`src/rtl/imem_fetch.sv`:
```
`default_nettype none
// ============================================================================
//  Module   : imem_fetch
//  Purpose  : Instruction-fetch front end. Owns the byte PC, drives the imem
//             word address, and registers each returned word into a one-entry
//             valid/ready buffer toward decode. Supports branch redirect,
//             stall back-pressure and wrap across the imem address space.
//  Revision : 1.0 - initial release
//
//  Ports
//    clk          in   1       rising-edge clock
//    reset        in   1       synchronous, active-high reset
//    imem_addr    out  ADDR_W  word address to imem (from PC register)
//    imem_q       in   32      imem read data (combinational, same cycle)
//    instr        out  32      buffered instruction
//    instr_pc     out  N       byte PC of instr
//    instr_valid  out  1       instr/instr_pc valid
//    instr_ready  in   1       decode accepts when instr_valid & instr_ready
//    redirect     in   1       load redirect_pc as next fetch PC
//    redirect_pc  in   N       target byte address (bits [1:0] ignored)
//    pc_out       out  N       current fetch PC
//    halt         out  1       fetch stopped on a zero word
//
//  Build option
//    FETCH_HALT_EN : when defined, a fetched all-zero word halts fetch
//                    (sticky until reset). When undefined, zero words stream
//                    normally and halt is tied low.
// ============================================================================
module imem_fetch #(
  parameter int N      = 64,
  parameter int ADDR_W = 6
) (
  input  logic              clk,
  input  logic              reset,
  output logic [ADDR_W-1:0] imem_addr,
  input  logic [31:0]       imem_q,
  output logic [31:0]       instr,
  output logic [N-1:0]      instr_pc,
  output logic              instr_valid,
  input  logic              instr_ready,
  input  logic              redirect,
  input  logic [N-1:0]      redirect_pc,
  output logic [N-1:0]      pc_out,
  output logic              halt
);

  localparam logic [1:0] FETCH  = 2'd0;
  localparam logic [1:0] HOLD   = 2'd1;
`ifdef FETCH_HALT_EN
  localparam logic [1:0] HALTED = 2'd2;
`endif

  localparam logic [N-1:0] PC_STEP = N'(4);

  logic [1:0]   state;
  logic [N-1:0] pc;
  logic         load;

  // The low two bits of the redirect target are discarded (word alignment).
  logic unused_redirect_lsbs;
  assign unused_redirect_lsbs = ^redirect_pc[1:0];

  assign pc_out    = pc;
  assign imem_addr = pc[ADDR_W+1:2];

  // HOLD always carries a valid word, so in HOLD this reduces to instr_ready;
  // in FETCH an empty buffer refills unconditionally.
  assign load = instr_ready | ((state == FETCH) & ~instr_valid);

  always_ff @(posedge clk) begin
    if (reset) begin
      pc          <= '0;
      instr       <= '0;
      instr_pc    <= '0;
      instr_valid <= 1'b0;
      state       <= FETCH;
`ifdef FETCH_HALT_EN
      halt        <= 1'b0;
`endif
    end
`ifdef FETCH_HALT_EN
    else if (state == HALTED) begin
      // Sticky: only reset leaves this state; redirect is ignored.
      instr_valid <= 1'b0;
      halt        <= 1'b1;
    end
`endif
    else if (redirect) begin
      // Any word in the buffer is either being consumed this edge or is
      // stale; in both cases it is dropped and fetch restarts at the target.
      pc          <= {redirect_pc[N-1:2], 2'b00};
      instr_valid <= 1'b0;
      state       <= FETCH;
    end else if (load) begin
`ifdef FETCH_HALT_EN
      if (imem_q == 32'h0000_0000) begin
        // pc stays on the zero word's address.
        instr_valid <= 1'b0;
        halt        <= 1'b1;
        state       <= HALTED;
      end else
`endif
      begin
        instr       <= imem_q;
        instr_pc    <= pc;
        instr_valid <= 1'b1;
        pc          <= pc + PC_STEP;
        state       <= FETCH;
      end
    end else begin
      // Valid word not accepted: everything freezes.
      state <= HOLD;
    end
  end

`ifndef FETCH_HALT_EN
  assign halt = 1'b0;
`endif

endmodule
`default_nettype wire

```
`config.mk`:
```
export PLATFORM = sky130hd
export DESIGN_NAME = imem_fetch
export DESIGN_NICKNAME = d
export VERILOG_FILES = /design/src/rtl/imem_fetch.sv
export SDC_FILE = /design/constraint.sdc
export NUM_CORES = 1
export LEC_CHECK = 0
export BUFFER_PORTS_ARGS = -buffer_cell sky130_fd_sc_hd__buf_2
export CAP_MARGIN = 20
export CORE_MARGIN = 2
export CORE_UTILIZATION = 45
export DETAILED_ROUTE_END_ITERATION = 8
export PLACE_DENSITY = 0.77
export REMOVE_ABC_BUFFERS = 1
export SYNTH_ARGS = -nofsm -noshare
export SYNTH_HDL_FRONTEND = slang
export SYNTH_SLANG_ARGS = --single-unit
```
`constraint.sdc`:
```
create_clock -name clk -period 2.3 [get_ports clk]
set_clock_uncertainty 0.15 [all_clocks]
set_input_delay 0.23 -clock clk [delete_from_list [all_inputs] [get_ports clk]]
set_output_delay 0.23 -clock clk [all_outputs]
set_load 0.05 [all_outputs]
```
==> results.json, run 1 <==
{
  "fmax_mhz": 438.9,
  "io_buffers": 260,
  "slew_headroom_pct": 64.80,
  "arrival_ps": 2420,
  "path_buf_inv": 1,
  "reg2reg_depth": 6,
  "yosys_most_used_dff": "dfxtp_1",
  "finalCritPeriodShare_pct": 99.05,
  "critical_path_depth": 6,
  "antenna_cells": 0,
  "final_max_slew_viol_count": 0,
  "syn_area_mm2": 0.007249,
  "grt_pass1_wl_um": 37080,
  "synth_edf_count": 0,
  "hold_viol_final": 0,
  "cts_max_path_buffers": 2,
  "synthCells": 908,
  "ioPinCount": 268,
  "place.gp.congestion": 0.8806,
  "drive_above_1_share_pct": 34.17,
  "hpwlAfterDp_um": 15900,
  "rsz0062_at_grt": "true",
  "syn_area_per_cell_um2": 7.984,
  "crit_family": "simple AND/OR/NAND/NOR gates",
  "worst_path_max_delay_cell": "or4_4",
  "h-tree-depth": 4,
  "grt_use_total_pct": 27.32,
  "drt_iter0_drc": 465,
  "required_ps": 2440,
  "routed_via_density": 5.356,
  "final_core_util_pct": 69.56,
  "nets": 1405,
  "startpoint_type": "register",
  "synth-async-reset-ratio_pct": 0,
  "slowest_delay_ps": 550,
  "place_ws_ps": -45.58,
  "status": "finished, final reports clean",
  "finalWirelength_um": 24510,
  "path_cells": "o21ba_4 -> or4_4 -> nor4_4 -> buf_4 -> and4_1 -> a2111oi_2",
  "tightest_slew_ps": 527.9,
  "cts_buffers": 17,
  "synth_seq_cells": 158,
  "fin_hold_ws_ps": 37.57,
  "hold_path_class": "input port to register",
  "overflow": 0,
  "die_width_um": 130.9,
  "clk_pin_slew_ps": 70,
  "wl_per_cell_um": 15.98,
  "grt_max_degree": 66,
  "yosysWarningCount": 0,
  "critPathKind": "register to register",
  "cts_tree": "built",
  "p_total_uw": 7449,
  "drcViolationCount": 0,
  "crit_path_end_kind": "register",
  "vias": 8210,
  "num_rows": 46,
  "synth-seq-area-share_pct": 43.63,
  "cp_max_fo": 5,
  "clock-sinks": 158,
  "maxCapViolCount": 0,
  "setup_viol": 0,
  "ant_nets": 0,
  "yosys.cell_types.count": 50,
  "core_mm2": 0.01583,
  "areaGrowthSynthToFinish_pct": 51.86,
  "clockRootBuffer": "clkbuf_16",
  "first_pass_iters": 5,
  "antenna_found_initial": 0,
  "chipHeight_um": 130.9,
  "setup_ws_ps": 21.83,
  "clk_latency_ps": 440,
  "grt_pass1_vias": 7591,
  "p_leak_uw": 0.004897,
  "finalCriticalPeriod_ps": 2278,
  "vdd_drop_max_v": 0.0005056,
  "power_density_mw_per_mm2": 676.6,
  "die_area_mm2": 0.01714,
  "hold_path_depth": 4,
  "start_util_pct": 45.80
}
## routing by layer
metal	vias up	global-route usage (%)	wire length [um]
met5	-	0	0
met1	3844	32.88	9998
met3	45	6.596	1857
li1	3961	-	-
met4	0	10.01	495
met2	360	47.49	12150
## power by group
part           total, uW  switching [uW]  internal, uW
registers           2990             103          2890
clock network       2870            1180          1690
logic               1580            1070           517
## cells in the final DEF, fill, tap and decap left out, types with 14 or more instances in the layout
master           n
buf_2          259
or3_1           15
nor2_1          45
nand2_1        233
xnor2_1         17
nand4_1         29
xor2_1          14
dlygate4sd3_1   90
buf_4           89
a211oi_1        26
dfxtp_1        145
inv_1           15
and4_1          19
clkbuf_16       17
a2111oi_2       14
nand3_1         17
a21oi_1        105
## sequential cells by signal, indices dropped and copies added (netlist names)
register / flops
instr: 32
instr_pc: 62
instr_valid: 1
pc_out: 62
state: 1
## final cells by class
type / instances / area (um2)
Inverter: 16 / 60.06
Clock inverter: 12 / 136.4
Sequential cell: 158 / 3179
Tap cell: 216 / 270.3
Multi-Input combinational cell: 664 / 3886
Fill cell: 1191 / 4818
Timing Repair Buffer: 447 / 3010
Clock buffer: 20 / 466.7
## cell families after synthesis
logic type | after synthesis | synth area share (%)
xor+xnor | 31 | 3.745
simple gates | 440 | 29.67
fa+ha+maj | 1 | 0.1726
mux | 6 | 0.8285
buf+inv | 90 | 5.316
compound gates | 181 | 16.59
other cells | 1 | 0.05173
flops | 158 | 43.63
## synthesized netlist by cell type, drive strengths merged, types with 2 or more instances
master / count / area (um2)
a2111oi: 14 / 204.0
a211oi: 27 / 207.7
a21oi: 105 / 525.5
a311oi: 9 / 78.83
a31oi: 6 / 37.54
and2: 6 / 37.54
and3: 12 / 75.07
and4: 19 / 166.4
buf: 23 / 133.9
clkbuf: 51 / 191.4
dfxtp: 158 / 3163
inv: 16 / 60.06
mux2i: 6 / 60.06
nand2: 236 / 885.9
nand3: 17 / 85.08
nand4: 30 / 193.9
nor2: 47 / 176.4
nor2b: 7 / 43.79
nor3: 11 / 66.32
nor3b: 2 / 15.01
nor4: 17 / 148.9
nor4b: 2 / 17.52
o211a: 2 / 20.02
o211ai: 5 / 37.54
o21ai: 5 / 25.02
o21bai: 2 / 15.01
o31ai: 2 / 15.01
or2: 4 / 25.02
or3: 15 / 93.84
or4: 12 / 93.84
xnor2: 17 / 148.9
xor2: 14 / 122.6
## timing repair
action | in CTS | in global routing
hold buffers | 90 | 0
endpoints found under the setup margin | 5 | 19
hold endpoints to repair | 90 | 0
setup buffers | 0 | 5
gates resized for setup | 4 | 39
pin swaps | 1 | 18
## through the flow
| step | setup TNS [ps] | cells | cell area, um2 |
|---|---|---|---|
| global placement | 0 | 1406 | 9285 |
| floorplan | -213130 | 838 | 6939 |
| finish | 0 | 1533 | 11010 |
| global route | -207.3 | 1533 | 11010 |
| CTS | 0 | 1528 | 10810 |
| detailed placement | -45.58 | 1406 | 9285 |
## tightest hold or removal path: stages
cell and delay (ps):
buf_2 100, nand2_1 50, and3_1 140, a21oi_1 50
## worst paths after layout
path | from | endpoint | slack [ps]
worst min register to register | instr_pc[51]$_SDFFE_PP0P_ | instr_pc[51]$_SDFFE_PP0P_ | 300
worst min-delay path | redirect_pc[32] | pc_out[32]$_SDFFE_PP0P_ | 40
worst max-delay path | state[0]$_SDFF_PP0_ | pc_out[61]$_SDFFE_PP0P_ | 20
worst max register to register | state[0]$_SDFF_PP0_ | pc_out[61]$_SDFFE_PP0P_ | 20
Power figures use the tool's default switching activity.
==> run 2: changes to the inputs <==
Settings changed: BUFFER_PORTS_ARGS -buffer_cell sky130_fd_sc_hd__buf_2 to unset, DONT_BUFFER_PORTS set to 1, PLACE_DENSITY 0.77 to unset.
==> run 2 against run 1 <==
Effect of this change: sequential cell count unchanged; highest routed layer unchanged; design area shrank 15%; critical endpoint is now pc_out[41]$_SDFFE_PP0P_; the run now ends with negative hold slack left; utilization is 10 points lower; non-clock buffer count decreased by 298; largest power group unchanged; first-iteration DRC count is the same.
==> results.json, run 2 (synthesis gave the netlist of run 1 again) <==
{
  "grt_pass1_vias": 6529,
  "maxCapViolCount": 0,
  "p_total_uw": 7073,
  "drive_above_1_share_pct": 21.69,
  "critPathKind": "register to register",
  "grt_pass1_wl_um": 32690,
  "h-tree-depth": 4,
  "crit_path_end_kind": "register",
  "p_leak_uw": 0.003594,
  "tightest_slew_ps": 590.6,
  "slowest_delay_ps": 620,
  "drcViolationCount": 0,
  "ant_nets": 0,
  "wl_per_cell_um": 18.02,
  "routed_via_density": 5.726,
  "worst_path_max_delay_cell": "or4_4",
  "power_density_mw_per_mm2": 754.1,
  "die_width_um": 130.9,
  "path_cells": "nand4_4 -> or4_4 -> buf_6 -> nor3_4 -> buf_6 -> clkbuf_16 -> and4_4 -> a2111oi_4",
  "finalCritPeriodShare_pct": 99.06,
  "startpoint_type": "register",
  "finalCriticalPeriod_ps": 2278,
  "chipHeight_um": 130.9,
  "crit_family": "simple AND/OR/NAND/NOR gates",
  "rsz0062_at_grt": "true",
  "arrival_ps": 2430,
  "r2r_slack_ps": 20,
  "final_common_cell": "nand2_1",
  "grt_use_total_pct": 24.33,
  "place_inst": 1153,
  "final_cell_mix": "233 x nand2_1, 140 x dfxtp_1, 105 x a21oi_1",
  "cp_common_cell": "buf_6",
  "nets": 1107,
  "io_buffers": 0,
  "nFillCells": 1425,
  "drt_iter0_drc": 465,
  "cp_max_fo": 8,
  "antenna_cells": 0,
  "fin_area_mm2": 0.009379,
  "multi_input_area_mm2": 0.003951,
  "hold_viol_final": 125,
  "cts_hold_buf": 36,
  "hpwlAfterDp_um": 14760,
  "place.gp.congestion": 0.8262,
  "ioPinCount": 268,
  "finalNonFillerCells": 1235,
  "core_mm2": 0.01583,
  "final_max_slew_viol_count": 0,
  "cts_buffers": 17,
  "vdd_drop_max_v": 0.0005303,
  "areaGrowthSynthToFinish_pct": 29.38,
  "clk_latency_ps": 430,
  "slew_headroom_pct": 60.57,
  "vias": 7071,
  "fin_hold_ws_ps": -244.9,
  "place_area_mm2": 0.008005,
  "clk_pin_slew_ps": 70,
  "setup_viol": 0,
  "register_area_mm2": 0.003188,
  "die_area_mm2": 0.01714,
  "required_ps": 2450,
  "clockRootBuffer": "clkbuf_16",
  "cts_max_path_buffers": 2,
  "grt_max_degree": 163,
  "violations": "negative hold slack",
  "clock-sinks": 158,
  "num_rows": 46,
  "fmax_mhz": 438.9,
  "cts_tree": "built",
  "start_util_pct": 45.80,
  "hold_path_class": "input port to register",
  "antenna_found_initial": 0,
  "status": "complete, but fails checks",
  "finalWirelength_um": 22260,
  "first_pass_iters": 5,
  "overflow": 0,
  "path_buf_inv": 3
}
## run 2: changes by cell type in the layout (fill, tap and decap cells not counted), sizes merged, moves of 2 or more
cell         before  now
clkinvlp          0    6
dlygate4sd3      90   34
clkinv            9    3
clkbuf           20   18
buf             357  113
inv              17   20
## run 2: final timing paths
kind	startpoint	to	depth (start not counted)
max	pc_out[6]$_SDFFE_PP0P_	pc_out[41]$_SDFFE_PP0P_	8
min	reset	pc_out[17]$_SDFFE_PP0P_	1
max reg2reg	pc_out[6]$_SDFFE_PP0P_	pc_out[41]$_SDFFE_PP0P_	8
min reg2reg	pc_out[18]$_SDFFE_PP0P_	instr_pc[18]$_SDFFE_PP0P_	2
## run 2: area by class of cell
type | instances | area share [%]
clock inverters | 15 | 1.721
flip-flops and latches | 158 | 33.99
inverters | 16 | 0.6403
repair buffers | 149 | 14.10
multi-input cells | 664 | 42.13
well taps | 216 | 2.882
clock buffers | 17 | 4.536
## run 2: repair_timing
item                                   CTS  global route
gates cloned                             0             1
endpoints found under the hold margin  158           126
setup buffers                            0            13
pin swaps                                3            22
setup endpoints to repair               12            54
gates resized for setup                 11            59
## run 2: power breakdown
group          switching, uW  internal (uW)  leakage [uW]  total (uW)
clock network           1210           1610      0.000270        2820
logic                    660            320       0.00202         980
registers                380           2890       0.00130        3270
## run 2: routing by layer
| layer | wire length, um | vias up | GRT usage, % | share of wire [%] |
|---|---|---|---|---|
| met2 | 10990 | 303 | 41.97 | 49 |
| li1 | - | 3389 | - | - |
| met5 | 0 | - | 0 | 0 |
| met4 | 378 | 0 | 7.635 | 1.7 |
| met3 | 1954 | 34 | 7.940 | 8.8 |
| met1 | 8929 | 3345 | 28.80 | 40 |
## run 2: per-stage QoR
stage,setup TNS [ps],setup slack (ps),utilization (%)
floorplan,-213130,-1897,-
global placement,-7.919,-7.919,50.58
detailed placement,-319.6,-101.7,50.58
CTS,-8.151,-8.151,57.00
global route,-482.0,-79.04,59.26
finish,0,21.54,59.26
==> run 3: changes to the inputs <==
Settings changed: BUFFER_PORTS_ARGS set to -buffer_cell sky130_fd_sc_hd__buf_2, DONT_BUFFER_PORTS 1 to unset, PLACE_DENSITY set to 0.79.
==> run 3 against run 2 <==
Effect of this change: the flow finishes with violations (negative setup slack); sequential share of layout area decreased by 5.1 points; first-iteration DRC count increased by 16%; non-clock buffer count up 297; worst hold slack better by 260 ps; utilization increased by 10 points; via count increased by 15%; final cell count is 24% higher; sequential cell count stayed put; clock-buffer cell count grew 3; wire length grew 7.7%; setup slack lost 100 ps; highest routed layer unchanged.
==> results.json, run 3 (synthesis gave the netlist of run 1 again) <==
{
  "status": "complete, but fails checks",
  "violations": "negative setup slack",
  "final_core_util_pct": 69.43,
  "grt_pass1_wl_um": 36540,
  "num_rows": 46,
  "endpoint": "pc_out[46]$_SDFFE_PP0P_",
  "p_leak_uw": 0.004859,
  "clk_pin_slew_ps": 70,
  "met1_usage_pct": 32.77,
  "net-switching-power_uw": 2342,
  "ioPinCount": 268,
  "hold_path_class": "input port to register",
  "h-tree-depth": 4,
  "swShare_pct": 31.16,
  "final_max_slew_viol_count": 0,
  "cts_max_path_buffers": 2,
  "cp_max_fo": 8,
  "start_util_pct": 45.80,
  "final_cell_mix": "259 x buf_2, 234 x nand2_1, 148 x dfxtp_1",
  "hold_path_depth": 4,
  "drt_iter0_drc": 540,
  "p_int_uw": 5175,
  "routed_via_density": 5.326,
  "required_ps": 2490,
  "grt-busiest-layer": "met2",
  "drive_above_1_share_pct": 33.74,
  "place_ws_ps": -11.18,
  "clockRootBuffer": "clkbuf_16",
  "p_total_uw": 7517,
  "finalWirelength_um": 23980,
  "power_density_mw_per_mm2": 684.0,
  "drcViolationCount": 0,
  "crit_path_end_kind": "register",
  "tightest_slew_ps": 522.4,
  "place.gp.congestion": 0.8943,
  "critPathLaunch": "pc_out[10]$_SDFFE_PP0P_",
  "final_common_cell": "buf_2",
  "nets": 1404,
  "regToRegEndpoint": "pc_out[46]$_SDFFE_PP0P_",
  "vias": 8159,
  "setup_tns_ps": -88.20,
  "slew_headroom_pct": 65.17,
  "areaGrowthSynthToFinish_pct": 51.59,
  "first_pass_iters": 5,
  "maxCapViolCount": 0,
  "finalNonFillerCells": 1532,
  "reg2reg_depth": 7,
  "io_buffers": 260,
  "overflow": 0,
  "slowest_delay_ps": 550,
  "use_met2_pct": 46.66,
  "r2r-start": "pc_out[10]$_SDFFE_PP0P_",
  "ant_nets": 0,
  "arrival_ps": 2570,
  "die_area_mm2": 0.01714,
  "wl_per_cell_um": 15.65,
  "antenna_found_initial": 0,
  "clock-sinks": 158,
  "place_inst": 1403,
  "critPathKind": "register to register",
  "rsz0062_at_grt": "true",
  "nFillCells": 1229,
  "gr-usage-met3_pct": 5.985,
  "pwr-share-comb_pct": 20.8,
  "power.share.sequential_pct": 39.9,
  "path_cells": "nand4_4 -> buf_4 -> or4_1 -> buf_6 -> nor4_1 -> xnor2_1 -> a211oi_1",
  "core_mm2": 0.01583,
  "setup_viol": 2,
  "grt_use_total_pct": 26.88,
  "clk_latency_ps": 430,
  "antenna_cells": 0,
  "cts_tree": "built",
  "die_width_um": 130.9,
  "grt_max_degree": 65,
  "clock_power_share_pct": 39.3,
  "vdd_drop_max_v": 0.0005181,
  "setup_ws_ps": -79.11,
  "fmax_mhz": 420.3,
  "finalCritPeriodShare_pct": 103.4,
  "startpoint_type": "register",
  "finalCriticalPeriod_ps": 2379,
  "cts_buffers": 17,
  "r2r_slack_ps": -80,
  "hpwlAfterDp_um": 15870,
  "grt_pass1_vias": 7607,
  "worst_path_max_delay_cell": "or4_1",
  "chipHeight_um": 130.9,
  "hold_viol_final": 0
}
## run 3: cell count changes in the layout (fill, tap and decap cells not counted), moves of 3 or more
cell           delta
dlygate4sd3_1    +55
buf_2           +259
dfxtp_2           -7
buf_4            -12
nor4_1            +3
dfxtp_1           +8
clkinvlp_4        -4
## run 3: layout make-up
cell class,count,area [um2],share of cell area [%]
Clock buffer,20,456.7,4.156
Clock inverter,12,158.9,1.446
Inverter,16,60.06,0.5465
Multi-Input combinational cell,664,3864,35.16
Sequential cell,158,3176,28.90
Tap cell,216,270.3,2.459
Timing Repair Buffer,446,3004,27.34
## run 3: worst max-delay path: cells and delay by family, from the launching register on
| kind | cells | cell delay (ps) |
|---|---|---|
| compound gates | 1 | 220 |
| xor+xnor | 1 | 110 |
| buf+inv | 2 | 340 |
| flops | 1 | 350 |
| simple gates | 3 | 1110 |
## run 3: how the worst min path moves through the flow
stage	from	end	slack, ps
6_report	redirect_pc[53]	pc_out[53]$_SDFFE_PP0P_	20
3_3_place_gp	instr_pc[40]$_SDFFE_PP0P_	instr_pc[40]$_SDFFE_PP0P_	290
5_1_grt	redirect_pc[53]	pc_out[53]$_SDFFE_PP0P_	50
2_1_floorplan	reset	pc_out[47]$_SDFFE_PP0P_	140
4_1_cts	redirect_pc[53]	pc_out[53]$_SDFFE_PP0P_	3
3_5_place_dp	instr[4]$_SDFFE_PP0P_	instr[4]$_SDFFE_PP0P_	290
## run 3: stage by stage
step | area (um2) | hold slack, ps
floorplan | 6939 | 144.6
global placement | 9263 | 288.5
detailed placement | 9263 | 293.0
CTS | 10780 | 3.191
global route | 10990 | 45.13
finish | 10990 | 17.70
## run 3: timing repair
action,4_1_cts,5_1_grt
setup endpoints to repair,6,32
hold buffers,89,0
hold endpoints to repair,89,0
resized for setup,1,36
pin swaps,1,14
setup buffers,0,8
## run 3: per-layer routing
metal | part of all wire [%] | vias to the layer above
met3 | 6.7 | 42
li1 | - | 3970
met5 | 0 | -
met2 | 50 | 323
met1 | 42 | 3824
met4 | 1.8 | 0
## run 3: power by group through the flow
| stage | registers (uW) | logic, uW | clock network (uW) |
|---|---|---|---|
| floorplan | 3620 | 325 | 0 |
| global placement | 3040 | 1410 | 0 |
| detailed placement | 3050 | 1430 | 0 |
| CTS | 2990 | 1550 | 3000 |
| global route | 3010 | 1670 | 3120 |
| finish | 3000 | 1570 | 2950 |
